### src/rtl/mem_arbiter.sv
// Shared-memory arbiter between an I-cache fill engine and a D-cache.
// Round-robin between fills, single-cycle write-through priority, registered grants.
module mem_arbiter #(
  parameter int BURST_WORDS = 8
) (
  input  logic        clk,
  input  logic        rst,
  input  logic        icache_req,
  input  logic [15:0] icache_addr,
  input  logic        dcache_req,
  input  logic        dcache_wr,
  input  logic [15:0] dcache_addr,
  input  logic [15:0] dcache_wdata,
  input  logic        mem_data_valid,
  output logic [15:0] mem_addr,
  output logic        mem_enable,
  output logic        mem_wr,
  output logic [15:0] mem_wdata,
  output logic        icache_grant,
  output logic        dcache_grant,
  output logic        icache_data_valid,
  output logic        dcache_data_valid
);

  localparam int CW = $clog2(BURST_WORDS) + 1;
  localparam logic [CW-1:0] LP_LAST = CW'(BURST_WORDS - 1);
  localparam logic [CW-1:0] LP_ONE  = CW'(1);

  typedef enum logic [1:0] {
    S_IDLE,
    S_IFILL,
    S_DFILL,
    S_DWRITE
  } state_t;

  state_t        r_state, w_state_nxt;
  logic [CW-1:0] r_count, w_count_nxt;
  logic          r_last_owner, w_last_owner_nxt;  // 0 = I-cache, 1 = D-cache
  logic          w_dfill_req;
  logic          w_owner_req;
  logic          w_owner_side;

  assign w_dfill_req  = dcache_req & ~dcache_wr;
  assign w_owner_req  = (r_state == S_DFILL) ? dcache_req : icache_req;
  assign w_owner_side = (r_state == S_DFILL);

  // NOTE: state registers use non-blocking assignments so every flop samples
  // pre-edge values; blocking here would create order-dependent races.
  always_ff @(posedge clk or posedge rst) begin
    if (rst) begin
      r_state      <= S_IDLE;
      r_count      <= '0;
      r_last_owner <= 1'b1;
    end else begin
      r_state      <= w_state_nxt;
      r_count      <= w_count_nxt;
      r_last_owner <= w_last_owner_nxt;
    end
  end

  // NOTE: every combinational output gets a default before the case so no
  // path leaves a signal unassigned, which would infer a latch.
  always_comb begin
    w_state_nxt      = r_state;
    w_count_nxt      = r_count;
    w_last_owner_nxt = r_last_owner;
    unique case (r_state)
      S_IDLE: begin
        if (dcache_req && dcache_wr) begin
          w_state_nxt = S_DWRITE;
        end else if (icache_req && w_dfill_req) begin
          // Tie goes to whichever side did not own memory last.
          w_state_nxt = r_last_owner ? S_IFILL : S_DFILL;
        end else if (icache_req) begin
          w_state_nxt = S_IFILL;
        end else if (w_dfill_req) begin
          w_state_nxt = S_DFILL;
        end
      end
      S_IFILL, S_DFILL: begin
        if (!w_owner_req) begin
          w_state_nxt      = S_IDLE;
          w_count_nxt      = '0;
          w_last_owner_nxt = w_owner_side;
        end else if (mem_data_valid) begin
          if (r_count == LP_LAST) begin
            w_state_nxt      = S_IDLE;
            w_count_nxt      = '0;
            w_last_owner_nxt = w_owner_side;
          end else begin
            w_count_nxt = r_count + LP_ONE;
          end
        end
      end
      S_DWRITE: w_state_nxt = S_IDLE;
      default:  w_state_nxt = S_IDLE;
    endcase
  end

  // Outputs decode the registered state, so reset clears them immediately.
  always_comb begin
    mem_addr          = '0;
    mem_enable        = 1'b0;
    mem_wr            = 1'b0;
    mem_wdata         = '0;
    icache_grant      = 1'b0;
    dcache_grant      = 1'b0;
    icache_data_valid = 1'b0;
    dcache_data_valid = 1'b0;
    unique case (r_state)
      S_IFILL: begin
        mem_enable        = 1'b1;
        mem_addr          = icache_addr;
        icache_grant      = 1'b1;
        icache_data_valid = mem_data_valid;
      end
      S_DFILL: begin
        mem_enable        = 1'b1;
        mem_addr          = dcache_addr;
        dcache_grant      = 1'b1;
        dcache_data_valid = mem_data_valid;
      end
      S_DWRITE: begin
        mem_enable   = 1'b1;
        mem_wr       = 1'b1;
        mem_addr     = dcache_addr;
        mem_wdata    = dcache_wdata;
        dcache_grant = 1'b1;
      end
      default: ;
    endcase
  end

endmodule

### config.mk
export PLATFORM = sky130hd
export DESIGN_NAME = mem_arbiter
export DESIGN_NICKNAME = d
export VERILOG_FILES = /design/src/rtl/mem_arbiter.sv
export SDC_FILE = /design/constraint.sdc
export NUM_CORES = 1
export LEC_CHECK = 0
export ABC_AREA = 1
export CORE_UTILIZATION = 31
export CTS_BUF_LIST = sky130_fd_sc_hd__clkbuf_4
export DETAILED_ROUTE_END_ITERATION = 8
export MAX_ROUTING_LAYER = met4
export PLACE_DENSITY = 0.86
export SETUP_SLACK_MARGIN = 0.3
export SLEW_MARGIN = 0
export SYNTH_ARGS = -nofsm -noshare
export SYNTH_HDL_FRONTEND = slang
export SYNTH_SLANG_ARGS = --single-unit
### constraint.sdc
create_clock -name clk -period 1.7 [get_ports clk]
set_clock_uncertainty 0.1 [all_clocks]
set_input_delay 0.255 -clock clk [delete_from_list [all_inputs] [get_ports clk]]
set_output_delay 0.255 -clock clk [all_outputs]
set_load 0.05 [all_outputs]
==> out/results.ini, run 1 <==
[yosys]
synth-seq-cells=7
yosysTopAreaCell=nand2_1
netlist_area_um2=953
yosysTopAreaCellShare_pct=29.1
avgSynthCellArea_um2=5.68
synth_top_family_by_area=simple AND/OR/NAND/NOR gates
synthMuxAreaShare_pct=0
yosysSeqAreaShare_pct=18.5
synthTopCellsByArea=nand2_1 29%, dfrtp_1 16%, inv_1 12%, ha_1 10%, a21oi_1 8.9%
post_synth_fa_ha_maj_area_fraction_pct=10.5
synth_cell_type_count=21
syn_inst=168
synth_xor_area_share_pct=0.919
ys_warn_count=0
syn_nets=230
synth-simple-area-share_pct=41.2
synth-compound-area-share_pct=11.4

[clocking]
clock-sinks=7
ctsHoldBuffers=0
cts_inserted_buffers=3
htreeDepth=1
cts_resized=31
cts_setup_buffers=7
root_buffer=clkbuf_4
clockBufferDepth=2

[place]
gp_congestion=0.797
post-dp-hpwl_mm=4.25
portBuffers=91

[die]
boundaryPins=92
die_w_um=57.5
rows=19
start_util_pct=33.7
die_h_um=57.5

[outcome]
outcome=aborted with a tool error
firstError=[ERROR DPL-0038] Utilization greater than 100%, impossible to legalize
stop_stage=4_1_cts

[stage by stage]
step                      area [µm²]  setup WS (ns)  std cells
after floorplan                 1320         -0.156        168
after global placement          2660        -0.0307        296
after detailed placement        2660         -0.118        296
[synthesized netlist by cell type]
cell type   n
a21boi_4    1
a21oi_1    17
buf_2       4
buf_4       1
buf_8       1
clkbuf_1    2
dfrtp_1     6
dfstp_2     1
ha_1        8
inv_1      30
inv_2       1
nand2_1    74
nand2_2     2
nand2_4     1
nand3_1    11
nand3_2     1
nand4_1     2
nor2_1      2
o21ai_1     1
or2_1       1
xor2_1      1
[kinds of logic after synthesis]
kind of cell,after synthesis
buffers and inverters,39
AOI/OAI and AO/OA,19
adders and majority gates,8
and+or+nand+nor,94
xor gates and xnor gates,1
DFF,7
==> run 2: changes to the inputs <==
- CORE_AREA: unset -> 2 2 63 65
- CORE_UTILIZATION: 31 -> unset
- CTS_BUF_LIST: sky130_fd_sc_hd__clkbuf_4 -> unset
- DIE_AREA: unset -> 0 0 65 67
- MAX_ROUTING_LAYER: met4 -> unset
- PLACE_DENSITY: 0.86 -> unset
- PLACE_DENSITY_LB_ADDON: unset -> 0.15
- SETUP_SLACK_MARGIN: 0.3 -> unset
==> out/results.ini, run 2 <==
[worst_setup_path]
ff2ff_path_depth=10
cp.required_ns=1.34
r2r_start=r_state[0]
startpoint_type=flip-flop
timing.rr.end=r_count[3]
worstSetupPathType=flip-flop to primary output
critPathCaptureType=primary output
rrSetupSlack_ns=0.04
path_max_fanout=5
cp_data_arrival_time_ns=1.62

[grt]
grt_pass1_vias=1387
grt_first_pass_wirelength_mm=6.90
grt_overflow_total=0
track_usage_pct=20.5
grt_start_max_net_pins=17
antenna_found_initial=0

[yosys]
synth_cell_type_count=21  ; unchanged
synth_xor_area_share_pct=0.919  ; unchanged
synth_top_family_by_area=simple AND/OR/NAND/NOR gates
yosysMostFrequentCell=nand2_1
yosysTopAreaCellShare_pct=29.1  ; unchanged
synth_edf_count=0  ; unchanged
post_synth_fa_ha_maj_area_fraction_pct=10.5  ; unchanged
synth-simple-area-share_pct=41.2  ; unchanged
ys.flop_type=dfrtp_1
syn_inst=168  ; unchanged
syn_nets=230  ; unchanged
synth_top_cells_by_count=74 x nand2_1, 30 x inv_1, 17 x a21oi_1
async_reset_ff_share_pct=100  ; unchanged
synthMuxAreaShare_pct=0  ; unchanged
yosysSeqAreaShare_pct=18.5  ; unchanged
netlist_area_um2=953  ; unchanged
synthTopCellsByArea=nand2_1 29%, dfrtp_1 16%, inv_1 12%, ha_1 10%, a21oi_1 8.9%
avgSynthCellArea_um2=5.68  ; unchanged
ys_warn_count=0  ; unchanged
synth-seq-cells=7  ; unchanged
yosysTopAreaCell=nand2_1
synth-compound-area-share_pct=11.4  ; unchanged

[cells_and_area]
finish.utilization_pct=82.7
drive_gt1_share_pct=47.3
fillers=205
diodes=0
largest_reg_flops=4
design_area_um2=2980
final_cell_mix=53 x clkdlybuf4s50_1, 45 x nand2_1, 43 x buf_12
regMostFlops=r_count
final_nets=338
multiInputGateArea_um2=1030
layout_commonest_cell=clkdlybuf4s50_1
seqCellArea_um2=179
syn2layout_area_growth_pct=213
reg_top3=r_count: 4 flops, r_state: 2 flops, r_last_owner: 1 flops

[sta]
max_slew.worst_pin.slew_ns=0.300
rsz0062_at_grt=yes
max_slew_margin_pct=80.0
drv_slew=0
final.min_clock_period_ns=1.97
clock.fmax_mhz=506
fin_crit_sh_pct=116
setup_slack_ns=-0.275
setup_viol=35
hold_violations=0

[min_path]
hold_path.class=input port to async pin

[clocking]
cts_tree=done
clock-sinks=7  ; unchanged
insertion_delay_ns=0.23
root_buffer=clkbuf_8
cts.reportedPaths.clkPinSlew_ns=0.04
clockBufferDepth=2  ; unchanged
cts_inserted_buffers=3  ; unchanged
htreeDepth=1  ; unchanged

[routing]
wl_per_cell_um=14.1
drc_errors=0
detail_route.wirelength_mm=4.56
drt_iter0_drc=27
antenna_left=0
dr.pass1.iters=4
vias=1441
viasPerCell=4.46

[power_and_ir_drop]
power.leakage_nw=1.39
fin_total_pwr_mw=5.01
ir_worst_vdd_mv=1.03
p_per_area_nw_per_um2=1680

[place]
place_area_um2=2640  ; -0.89%
gp_congestion=0.884  ; +11%
portBuffers=91  ; unchanged
post-dp-hpwl_mm=3.26  ; -23%

[die]
fp.dieArea_um2=4360
die_h_um=67  ; +17%
boundaryPins=92  ; unchanged
coreArea_um2=3610
die_w_um=65  ; +13%
start_util_pct=26.4  ; -7.3 points
rows=22  ; +3

[outcome]
outcome=finished, violations left
failed_checks=setup timing

[flow_run]
drv_cap=0

==> run 2: worst max-delay path by stage <==
stage | startpoint | end | slack [ns]
5_1_grt | r_state[1] | mem_addr[7] | -0.33
4_1_cts | r_state[1] | mem_addr[1] | -0.25
2_1_floorplan | r_state[0] | mem_addr[0] | -0.16
3_5_place_dp | r_state[1] | mem_addr[5] | -0.08
3_3_place_gp | r_state[0] | mem_wdata[4] | -0.05
6_report | r_state[1] | mem_addr[1] | -0.27
==> run 2: cell families (layout without fill, tap and decap cells) <==
kind of cell               after synthesis  in the layout
and+or+nand+nor                         94             94
buffers and inverters                   39            146
AOI/OAI and AO/OA                       19             19
adders and majority gates                8              8
DFF                                      7              7
xor gates and xnor gates                 1              1
==> run 2: per-layer routing <==
metal | global-route usage [%] | part of all wire (%) | up-vias
met5 | 0 | 0 | -
li1 | - | - | 721
met3 | 4.05 | 6.9 | 4
met1 | 24.2 | 38 | 666
met4 | 4.79 | 0.55 | 0
met2 | 37.9 | 54 | 50
==> run 2: cell type report <==
class | instances | area share (%)
Clock buffer | 4 | 1.51
Inverter | 31 | 4.28
Multi-Input combinational cell | 122 | 34.5
Sequential cell | 7 | 6.00
Tap cell | 48 | 2.01
Timing Repair Buffer | 111 | 51.7
==> run 2: timing repair <==
| item | in CTS | in global routing |
|---|---|---|
| cloned | 1 | 0 |
| setup buffers | 9 | 1 |
| hold buffers | 0 | 0 |
| pin swaps | 7 | 4 |
| setup endpoints to repair | 35 | 44 |
| gates resized for setup | 39 | 9 |
==> run 2: through the flow <==
stage | std cells | setup TNS, ns | setup WS (ns) | hold WS, ns
after floorplan | 168 | -1.91 | -0.156 | -0.0425
after global placement | 308 | -0.824 | -0.0531 | 0.366
after detailed placement | 308 | -1.71 | -0.0826 | 0.383
after CTS | 322 | -6.42 | -0.254 | 0.165
after global routing | 323 | -9.51 | -0.326 | 0.203
final | 323 | -6.94 | -0.275 | 0.157
==> run 2: worst max-delay path, cell delays in order, from the launching register on <==
cell and delay [ns]:
dfrtp_2 0.45, buf_6 0.15, inv_6 0.05, ha_4 0.17, buf_12 0.13, buf_4 0.11
nand2_4 0.04, a21oi_4 0.14, buf_12 0.15
==> run 2: where the power goes <==
group / internal (mW) / switching [mW] / leakage [nW]
Clock: 0.162 / 0.0713 / 0.0228
Combinational: 2.09 / 2.37 / 1.28
Sequential: 0.239 / 0.0827 / 0.0873
Total: 2.49 / 2.52 / 1.39
Note: power is estimated with default switching activity, not from simulation.
==> run 3: changes to the inputs <==
- CTS_CLUSTER_SIZE: unset -> 12
==> results of run 3 <==
No change in the layout: final DEF, timing and power equal those of run 2.
